<file path="src/rtl/lsu.sv">
// Load/store unit: takes one execute-stage memory request at a time, runs a
// single word-wide transaction on the data-memory bus and returns load data
// extracted from the addressed byte lanes and sign- or zero-extended.
//
// Build option: LSU_MISALIGN_TRAP_EN
//   defined   - misaligned half/word requests skip the bus and complete the
//               next cycle with misalign=1 and rdata=0.
//   undefined - misalign is always 0; the offending low address bits are
//               ignored and the access proceeds on the bus.
//
// Ports:
//   clock, reset_n          clock (rising edge), async active-low reset
//   reqValid                one-cycle request pulse from execute
//   is_load, is_store       request kind (never both set)
//   size, is_unsigned       access size (0 byte, 1 half, 2/3 word), load extension
//   addr, wdata             effective byte address, right-aligned store data
//   respValid               one-cycle completion pulse
//   rdata, misalign         extended load data (held), misaligned flag
//   mem_req_valid/ready     bus request handshake
//   mem_we, mem_addr        bus write enable, word-aligned bus address
//   mem_wdata, mem_wstrb    lane-replicated store data, byte strobes
//   mem_resp_valid, mem_rdata  bus response pulse and read word
module lsu #(
  parameter int unsigned ADDR_W = 32,
  parameter int unsigned DATA_W = 32
) (
  input  logic                  clock,
  input  logic                  reset_n,
  input  logic                  reqValid,
  output logic                  respValid,
  input  logic                  is_load,
  input  logic                  is_store,
  input  logic [1:0]            size,
  input  logic                  is_unsigned,
  input  logic [ADDR_W-1:0]     addr,
  input  logic [DATA_W-1:0]     wdata,
  output logic [DATA_W-1:0]     rdata,
  output logic                  misalign,
  output logic                  mem_req_valid,
  input  logic                  mem_req_ready,
  output logic                  mem_we,
  output logic [ADDR_W-1:0]     mem_addr,
  output logic [DATA_W-1:0]     mem_wdata,
  output logic [(DATA_W/8)-1:0] mem_wstrb,
  input  logic                  mem_resp_valid,
  input  logic [DATA_W-1:0]     mem_rdata
);

  localparam int unsigned STRB_W = DATA_W / 8;

  localparam logic [1:0] IDLE = 2'd0;
  localparam logic [1:0] REQ  = 2'd1;
  localparam logic [1:0] WAIT = 2'd2;
  localparam logic [1:0] DONE = 2'd3;

  localparam logic [1:0] SZ_BYTE = 2'd0;
  localparam logic [1:0] SZ_HALF = 2'd1;

  // State and request fields captured at accept
  logic [1:0] state_q, state_d;
  logic       cap_load_q, cap_load_d;
  logic [1:0] cap_size_q, cap_size_d;
  logic       cap_unsigned_q, cap_unsigned_d;
  logic [1:0] cap_off_q, cap_off_d;

  // Next values of the registered outputs
  logic                  resp_d;
  logic [DATA_W-1:0]     rdata_d;
  logic                  misalign_d;
  logic                  req_valid_d;
  logic                  we_d;
  logic [ADDR_W-1:0]     addr_d;
  logic [DATA_W-1:0]     wdata_d;
  logic [STRB_W-1:0]     wstrb_d;

  logic                  accept_c;
  logic                  mem_op_c;
  logic                  trap_c;
  logic [DATA_W-1:0]     st_data_c;
  logic [STRB_W-1:0]     st_strb_c;
  logic [7:0]            ld_byte_c;
  logic [15:0]           ld_half_c;
  logic                  ld_sign_c;
  logic [DATA_W-1:0]     ld_ext_c;

  assign accept_c = reqValid && ((state_q == IDLE) || (state_q == DONE));
  assign mem_op_c = is_load || is_store;

`ifdef LSU_MISALIGN_TRAP_EN
  // Half needs addr[0]=0, word (size 2 or 3) needs addr[1:0]=0
  logic misaligned_c;
  assign misaligned_c = ((size == SZ_HALF) && addr[0]) ||
                        (size[1] && (addr[1:0] != 2'b00));
  assign trap_c = mem_op_c && misaligned_c;
`else
  assign trap_c = 1'b0;
`endif

  // Store lane replication and strobes from the incoming request
  always_comb begin
    st_data_c = wdata;
    st_strb_c = {STRB_W{1'b1}};
    case (size)
      SZ_BYTE: begin
        st_data_c = {(DATA_W/8){wdata[7:0]}};
        st_strb_c = STRB_W'(4'b0001) << addr[1:0];
      end
      SZ_HALF: begin
        st_data_c = {(DATA_W/16){wdata[15:0]}};
        st_strb_c = STRB_W'(4'b0011) << {addr[1], 1'b0};
      end
      default: begin
        st_data_c = wdata;
        st_strb_c = {STRB_W{1'b1}};
      end
    endcase
  end

  // Load lane extraction and extension using the captured request fields
  always_comb begin
    ld_byte_c = mem_rdata[7:0];
    case (cap_off_q)
      2'd0:    ld_byte_c = mem_rdata[7:0];
      2'd1:    ld_byte_c = mem_rdata[15:8];
      2'd2:    ld_byte_c = mem_rdata[23:16];
      default: ld_byte_c = mem_rdata[31:24];
    endcase
    ld_half_c = cap_off_q[1] ? mem_rdata[31:16] : mem_rdata[15:0];
    ld_sign_c = 1'b0;
    ld_ext_c  = mem_rdata;
    case (cap_size_q)
      SZ_BYTE: begin
        ld_sign_c = ~cap_unsigned_q & ld_byte_c[7];
        ld_ext_c  = {{(DATA_W-8){ld_sign_c}}, ld_byte_c};
      end
      SZ_HALF: begin
        ld_sign_c = ~cap_unsigned_q & ld_half_c[15];
        ld_ext_c  = {{(DATA_W-16){ld_sign_c}}, ld_half_c};
      end
      default: begin
        ld_sign_c = 1'b0;
        ld_ext_c  = mem_rdata;
      end
    endcase
  end

  // Next-state and next-output logic
  always_comb begin
    state_d        = state_q;
    cap_load_d     = cap_load_q;
    cap_size_d     = cap_size_q;
    cap_unsigned_d = cap_unsigned_q;
    cap_off_d      = cap_off_q;
    resp_d         = 1'b0;
    rdata_d        = rdata;
    misalign_d     = misalign;
    req_valid_d    = mem_req_valid;
    we_d           = mem_we;
    addr_d         = mem_addr;
    wdata_d        = mem_wdata;
    wstrb_d        = mem_wstrb;

    case (state_q)
      IDLE, DONE: begin
        state_d = IDLE;
        if (accept_c) begin
          cap_load_d     = is_load;
          cap_size_d     = size;
          cap_unsigned_d = is_unsigned;
          cap_off_d      = addr[1:0];
          if (mem_op_c && !trap_c) begin
            state_d     = REQ;
            req_valid_d = 1'b1;
            we_d        = is_store;
            addr_d      = {addr[ADDR_W-1:2], 2'b00};
            wdata_d     = is_store ? st_data_c : '0;
            wstrb_d     = is_store ? st_strb_c : '0;
          end else begin
            // Non-memory or trapped request: complete without the bus
            state_d    = DONE;
            resp_d     = 1'b1;
            rdata_d    = '0;
            misalign_d = trap_c;
          end
        end
      end
      REQ: begin
        if (mem_req_ready) begin
          state_d     = WAIT;
          req_valid_d = 1'b0;
        end
      end
      WAIT: begin
        if (mem_resp_valid) begin
          state_d    = DONE;
          resp_d     = 1'b1;
          rdata_d    = cap_load_q ? ld_ext_c : '0;
          misalign_d = 1'b0;
        end
      end
      default: state_d = IDLE;
    endcase
  end

  // State, capture and output registers
  always_ff @(posedge clock or negedge reset_n) begin
    if (!reset_n) begin
      state_q        <= IDLE;
      cap_load_q     <= 1'b0;
      cap_size_q     <= 2'd0;
      cap_unsigned_q <= 1'b0;
      cap_off_q      <= 2'd0;
      respValid      <= 1'b0;
      rdata          <= '0;
      misalign       <= 1'b0;
      mem_req_valid  <= 1'b0;
      mem_we         <= 1'b0;
      mem_addr       <= '0;
      mem_wdata      <= '0;
      mem_wstrb      <= '0;
    end else begin
      state_q        <= state_d;
      cap_load_q     <= cap_load_d;
      cap_size_q     <= cap_size_d;
      cap_unsigned_q <= cap_unsigned_d;
      cap_off_q      <= cap_off_d;
      respValid      <= resp_d;
      rdata          <= rdata_d;
      misalign       <= misalign_d;
      mem_req_valid  <= req_valid_d;
      mem_we         <= we_d;
      mem_addr       <= addr_d;
      mem_wdata      <= wdata_d;
      mem_wstrb      <= wstrb_d;
    end
  end

endmodule

</file>
<file path="config.mk">
export PLATFORM = sky130hd
export DESIGN_NAME = lsu
export DESIGN_NICKNAME = d
export VERILOG_FILES = /design/src/rtl/lsu.sv
export SDC_FILE = /design/constraint.sdc
export NUM_CORES = 1
export LEC_CHECK = 0
export ABC_AREA = 1
export CELL_PAD_IN_SITES_DETAIL_PLACEMENT = 1
export CELL_PAD_IN_SITES_GLOBAL_PLACEMENT = 2
export CORE_MARGIN = 2
export CORE_UTILIZATION = 21
export CTS_BUF_LIST = sky130_fd_sc_hd__clkbuf_16
export DETAILED_ROUTE_END_ITERATION = 7
export PLACE_DENSITY_LB_ADDON = 0.1
export SLEW_MARGIN = 20
export SYNTH_ARGS = -nofsm -noshare
export SYNTH_HDL_FRONTEND = slang
export SYNTH_SLANG_ARGS = --single-unit
</file>
<file path="constraint.sdc">
create_clock -name clock -period 1.7 [get_ports clock]
set_clock_uncertainty 0.15 [all_clocks]
set_input_delay 0.17 -clock clock [delete_from_list [all_inputs] [get_ports clock]]
set_output_delay 0.17 -clock clock [all_outputs]
set_load 0.01 [all_outputs]
</file>
==> impl_metrics.yaml, run 1 <==
cells_and_area:
  syn_to_final_growth_pct: 66.9
  final_non_filler_cells: 1244
  antenna_cells: 0
  layout.cells.most_common: "sky130_fd_sc_hd__nand2_1"
  final_design_area_no_fill_um2: 8730
  layout_common_cells: "sky130_fd_sc_hd__nand2_1, sky130_fd_sc_hd__clkdlybuf4s50_1, sky130_fd_sc_hd__dfrtp_1"
  finalNetCount: 1023
  post_route_cells_drive_above_1_share: 0.166
power_and_ir_drop:
  pwr_density_cell_nw_per_um2: 1650
  vdd_drop_max_mv: 0.624
  total_power_w: 0.0144
  cellLeakagePower_nw: 4.22
grt:
  globalRouteOverflowTotal: 0
  number_of_global_route_vias_before_repair: 5712
  pin_count_of_the_biggest_net_entering_global_routing: 40
  initial_antenna_violation_count: 1
  global_route_wire_length_before_repair_um: 31800
  grt_overall_usage: 0.155
setup_path:
  rr_worst_depth: 9
  rrSetupSlack_ns: -0.07
  reg2reg_to: "mem_wdata[17]$_DFFE_PN0P_"
  worstSetupPathType: "flip-flop to flip-flop"
  cp-start-kind: "flip-flop"
  crit_path_start: "state_q[1]$_DFFE_PN0P_"
  crit_path_end: "mem_wdata[17]$_DFFE_PN0P_"
  critical_path.reg2reg.startpoint: "state_q[1]$_DFFE_PN0P_"
  critPathRequiredTime_ns: 1.78
  critical_path_peak_fanout: 13
  endpoint_kind: "flip-flop"
  worst_ep_arrival_time_ns: 1.86
floorplanning:
  rows: 57
  ioPinCount: 210
  die_w_um: 162
  die-area_um2: 26200
  die_h_um: 162
  coreArea_um2: 24400
  initial_core_util: 0.214
cts:
  cts_root_buffer: "sky130_fd_sc_hd__clkbuf_16"
  clkSlewWorstSetupHoldPaths_ns: 0.08
  tritoncts.num_buffers: 9
  clk-insertion-delay-late_ns: 0.35
  clock_path_buffers: 2
  cts.sinks: 109
  tritoncts_clock_tree: "built"
  cts.htree.levels: 3
drt:
  detailed_route_drc_error_count: 0
  route.vias.total: 5293
  viasPerCell: 4.25
  initial_drt_pass_iterations: 5
  wire_per_inst_um: 17.1
  antenna_left: 0
  dr.first_iter.drc_count: 167
  routed_wl_um: 21200
logic_synthesis:
  post_synth_num_cell_types: 28
  warnings_from_yosys: 0
  seq_area_frac_synth: 0.522
  post_synth_inst_count: 669
  syn_area_per_cell_um2: 7.82
  syn_area_um2: 5230
  synth.ff_latch_count: 109
placement:
  placed_area_um2: 7930
  placedCellCount: 1206
  globalplace.congestion: 0.764
  post-dp-hpwl_um: 15100
  io_buffers: 206
sta:
  fmax_mhz: 564
  layout_setup_ws_ns: -0.0734
  final.setup.tns_ns: -1.84
  final-hold-violation-count: 0
  drv_slew: 0
  min_period_ns: 1.77
  min_period_over_period: 1.04
  worst-slew-pin-transition_ns: 0.563
  setup-violations-final: 79
  slew_headroom: 0.624
  grt_setup_unrepaired: "yes"
job:
  max_cap_violations: 0
worst_hold_path:
  type_of_the_worst_min_delay_path: "primary input to async pin"
run_status:
  failed_checks: "negative setup slack"
  status: "complete, but fails checks"
-- routing by layer --
metal	GRT usage	routed length (um)
met5	0	13
met4	0.0294	221
met3	0.0549	1580
met2	0.270	10600
met1	0.186	8800
-- worst max-delay path: stages, from the launching register on --
cell	delay [ns]
sky130_fd_sc_hd__dfrtp_1	0.41
sky130_fd_sc_hd__ha_4	0.30
sky130_fd_sc_hd__nand2_4	0.06
sky130_fd_sc_hd__buf_6	0.12
sky130_fd_sc_hd__nor2_4	0.13
sky130_fd_sc_hd__buf_12	0.14
sky130_fd_sc_hd__inv_16	0.06
sky130_fd_sc_hd__clkbuf_16	0.17
sky130_fd_sc_hd__nand2_1	0.05
sky130_fd_sc_hd__o21ai_0	0.07
-- layout make-up --
cell class	instances	area, um^2
Sequential cell	109	2730
Tap cell	324	405
Timing Repair Buffer	267	2860
Clock buffer	9	225
Multi-Input combinational cell	488	2290
Fill cell	2892	15700
Inverter	40	169
Clock inverter	7	50.0
-- sequential cells by signal (all words and copies together), names as in the netlist --
register        cells
mem_wstrb           4
cap_load_q          1
respValid           1
mem_wdata          32
state_q             2
mem_addr           30
cap_off_q           2
cap_unsigned_q      1
rdata              32
mem_req_valid       1
mem_we              1
cap_size_q          2
-- Yosys cell counts, drive strengths merged --
library cell,instances,area share
nand2,301,0.22
dfrtp,109,0.52
nor2,71,0.062
o21ai,44,0.042
inv,38,0.027
buf,19,0.027
nand3,18,0.022
a21oi,15,0.014
clkbuf,15,0.011
o211ai,14,0.020
o22ai,7,0.0084
or2,6,0.0072
a31oi,4,0.0048
clkinv,2,0.0019
ha,2,0.0048
conb,1,0.00072
nand4,1,0.0041
o21a,1,0.0014
o221ai,1,0.0017
-- logic make-up (layout without fill, tap and decap cells) --
| family | Yosys count | count (layout) | synth area share |
|---|---|---|---|
| simple gates | 397 | 397 | 0.314 |
| flops | 109 | 109 | 0.522 |
| compound gates | 86 | 86 | 0.0928 |
| buf+inv | 74 | 323 | 0.0665 |
| fa+ha+maj | 2 | 2 | 0.00478 |
| other cells | 1 | 3 | 0.000717 |
-- where the power goes --
group	internal (W)	switching [W]	leakage (nW)
Clock	0.00100	0.00106	0.134
Combinational	0.00406	0.00391	2.68
Sequential	0.00366	0.000734	1.41
Total	0.00872	0.00570	4.22
-- worst min path at each step --
stage | from | depth (start not counted) | slack [ns] | to
2_1_floorplan | reset_n | 0 | -0.28 | cap_load_q$_DFFE_PN0P_
3_3_place_gp | reset_n | 1 | -0.04 | rdata[14]$_DFFE_PN0P_
3_5_place_dp | reset_n | 1 | -0.04 | rdata[8]$_DFFE_PN0P_
4_1_cts | reset_n | 2 | 0.11 | rdata[0]$_DFFE_PN0P_
5_1_grt | reset_n | 2 | 0.12 | rdata[6]$_DFFE_PN0P_
6_report | reset_n | 2 | 0.12 | rdata[0]$_DFFE_PN0P_
-- what timing repair did --
action,in CTS,in global routing
setup buffers,7,4
pin swaps,5,8
setup endpoints to repair,92,101
cloned,1,11
resized for setup,24,59
hold buffers,1,0
hold endpoints to repair,109,0
-- metrics by stage --
step | hold WS [ns] | utilization | setup slack, ns
4_1_cts | 0.113 | 0.343 | -0.0538
6_report | 0.116 | 0.358 | -0.0734
3_3_place_gp | -0.0415 | 0.325 | -0.180
2_1_floorplan | -0.276 | - | 0.0342
3_5_place_dp | -0.0443 | 0.325 | -0.197
5_1_grt | 0.118 | 0.358 | -0.165
Note: power is estimated with default switching activity, not from simulation.
==> run 2, diff against run 1 <==
- CELL_PAD_IN_SITES_DETAIL_PLACEMENT: 1 -> default
- CELL_PAD_IN_SITES_GLOBAL_PLACEMENT: 2 -> default
- CORE_UTILIZATION: 21 -> 39
- PLACE_DENSITY: default -> 0.76
- PLACE_DENSITY_LB_ADDON: 0.1 -> default
- TNS_END_PERCENT: default -> 100
==> run 2 against run 1 <==
The run still ends with negative setup slack left. Via count is 0.34% higher. Flip-flop and latch count is the same. Sequential power grew 1%. First-iteration DRC count increased by 59%. Combinational power is essentially flat. Wire length fell by 19%. Critical path depth did not move. Sequential share of layout area rose by 0.33 points. Utilization grew 30 points. Register-to-register slack lost 0.02 ns. Cell count decreased by 13%. Die area is 45% lower. Critical path type unchanged. Largest cell class is now sequential cells. Largest power group unchanged. Highest routed layer is now met4.
==> impl_metrics.yaml, run 2 (synthesis results as in run 1) <==
setup_path:
  worst_ep_arrival_time_ns: 1.94
  worst_path_bufs_invs: 4
  critical_path.most_common_cell: "sky130_fd_sc_hd__buf_6"
  cpPeakStageDelay_ns: 0.41
  endpoint_kind: "flip-flop"
  cells_along_the_critical_path: "ha_4, nand2_4, buf_6, nor2_4, buf_6, buf_6, buf_12, nand2_1, nand2_1"
  critical_path_peak_fanout: 6
  critical_path.top_delay_family: "buffers and inverters"
  worstSetupPathType: "flip-flop to flip-flop"
  rrSetupSlack_ns: -0.09
  crit_slowest_cell: "sky130_fd_sc_hd__dfrtp_1"
  cp-start-kind: "flip-flop"
  critPathRequiredTime_ns: 1.85
sta:
  setup-violations-final: 69
  layout_setup_ws_ns: -0.0907
  slew_headroom: 0.495
  min_period_over_period: 1.05
  final-hold-violation-count: 0
  worst-slew-pin-transition_ns: 0.755
  grt_setup_unrepaired: "yes"
  min_period_ns: 1.79
  drv_slew: 0
  fmax_mhz: 558
power_and_ir_drop:
  cellLeakagePower_nw: 4.24
  vdd_drop_max_mv: 0.891
  pwr_density_cell_nw_per_um2: 1710
  total_power_w: 0.0148
grt:
  initial_antenna_violation_count: 0
  globalRouteOverflowTotal: 0
  number_of_global_route_vias_before_repair: 5107
  grt_overall_usage: 0.224
  pin_count_of_the_biggest_net_entering_global_routing: 39
  global_route_wire_length_before_repair_um: 25400
job:
  max_cap_violations: 0
cts:
  cts.htree.levels: 3
  clkSlewWorstSetupHoldPaths_ns: 0.08
  cts.sinks: 109
  cts_root_buffer: "sky130_fd_sc_hd__clkbuf_16"
  tritoncts.num_buffers: 9
  clock_path_buffers: 2
  tritoncts_clock_tree: "built"
  clk-insertion-delay-late_ns: 0.35
cells_and_area:
  layout_common_cells: "sky130_fd_sc_hd__nand2_1, sky130_fd_sc_hd__clkdlybuf4s50_1, sky130_fd_sc_hd__dfrtp_1"
  post_route_cells_drive_above_1_share: 0.196
  registers_with_the_most_flip_flops: "mem_wdata x32, rdata x32, mem_addr x30"
  area_used_by_multi_input_combinational_logic_um2: 2460
  antenna_cells: 0
  finalNetCount: 1006
  ff_latch_area_um2: 2730
  syn_to_final_growth_pct: 65.1
  final_design_area_no_fill_um2: 8640
  nFillCells: 1054
  layout.cells.most_common: "sky130_fd_sc_hd__nand2_1"
  final_core_utilization: 0.655
floorplanning:
  initial_core_util: 0.397
  ioPinCount: 210
  coreArea_um2: 13200
  die-area_um2: 14400
  rows: 42
  die_h_um: 120
  die_w_um: 120
placement:
  post-dp-hpwl_um: 11600
  placed_area_um2: 7670
  globalplace.congestion: 0.902
  io_buffers: 206
drt:
  dr.first_iter.drc_count: 265
  detailed_route_drc_error_count: 0
  antenna_left: 0
  wire_per_inst_um: 16.0
  routed_wl_um: 17200
  initial_drt_pass_iterations: 4
  route.vias.total: 5311
  viasPerCell: 4.92
worst_hold_path:
  type_of_the_worst_min_delay_path: "primary input to async pin"
run_status:
  failed_checks: "negative setup slack"
  status: "complete, but fails checks"
==> run 2: cell types whose count changed in the layout (fill, tap and decap cells not counted), moves of 3 or more <==
cell                      before  now
sky130_fd_sc_hd__buf_4        33   17
sky130_fd_sc_hd__nand2_1     269  232
sky130_fd_sc_hd__nand2_2      28   53
sky130_fd_sc_hd__nand2_4       4   15
sky130_fd_sc_hd__o21ai_0      16   13
sky130_fd_sc_hd__o21ai_2       1    6
==> run 2: repair_timing <==
action | CTS | global route
setup buffers | 2 | 5
setup endpoints to repair | 90 | 93
pin swaps | 1 | 26
hold buffers | 1 | 0
resized for setup | 10 | 123
hold endpoints to repair | 109 | 0
gates cloned | 0 | 9
==> run 2: final cells by class <==
cell class / instances / share of cell area
inverter: 40 / 0.0197
multi-input combinational: 488 / 0.285
timing repair buffer: 250 / 0.315
clock inverter: 7 / 0.0129
clock buffer: 9 / 0.0261
sequential: 109 / 0.316
tap: 176 / 0.0255
==> run 2: metrics by stage <==
step	hold WS, ns	cells	worst slack, ns	TNS [ns]
detailed placement	-0.0663	1047	-0.212	-4.52
floorplan	-0.276	671	0.0342	0
CTS	0.107	1066	-0.0107	-0.0267
global placement	-0.0684	1047	-0.118	-2.03
finish	0.111	1079	-0.0907	-2.15
global route	0.142	1079	-0.146	-8.31
==> run 2: worst register-to-register path: stages (launching register included) <==
cell and delay (ns):
sky130_fd_sc_hd__dfrtp_1 0.41, sky130_fd_sc_hd__ha_4 0.30, sky130_fd_sc_hd__nand2_4 0.06, sky130_fd_sc_hd__buf_6 0.12, sky130_fd_sc_hd__nor2_4 0.17, sky130_fd_sc_hd__buf_6 0.13
sky130_fd_sc_hd__buf_6 0.12, sky130_fd_sc_hd__buf_12 0.13, sky130_fd_sc_hd__nand2_1 0.07, sky130_fd_sc_hd__nand2_1 0.06
==> run 2: power by group <==
| part | total [W] | internal, W | switching (W) |
|---|---|---|---|
| logic | 0.00795 | 0.00407 | 0.00388 |
| registers | 0.00446 | 0.00366 | 0.000794 |
| clock network | 0.00238 | 0.00133 | 0.00105 |
==> run 2: final timing paths <==
path,from,endpoint,cells after the start
max,state_q[1]$_DFFE_PN0P_,mem_addr[10]$_DFFE_PN0P_,9
min,reset_n,rdata[10]$_DFFE_PN0P_,2
max reg2reg,state_q[1]$_DFFE_PN0P_,mem_addr[10]$_DFFE_PN0P_,9
min reg2reg,mem_we$_DFFE_PN0P_,mem_we$_DFFE_PN0P_,2
max in group asynchronous,reset_n,mem_addr[25]$_DFFE_PN0P_,3
min in group clock,addr[13],mem_addr[13]$_DFFE_PN0P_,3
==> run 2: routing by layer <==
metal | vias to the layer above | GRT usage | wire [um]
met5 | - | 0 | 0
met4 | 0 | 0.0868 | 493
met3 | 40 | 0.0770 | 1570
met2 | 250 | 0.364 | 8090
met1 | 2476 | 0.276 | 7060
li1 | 2545 | - | -
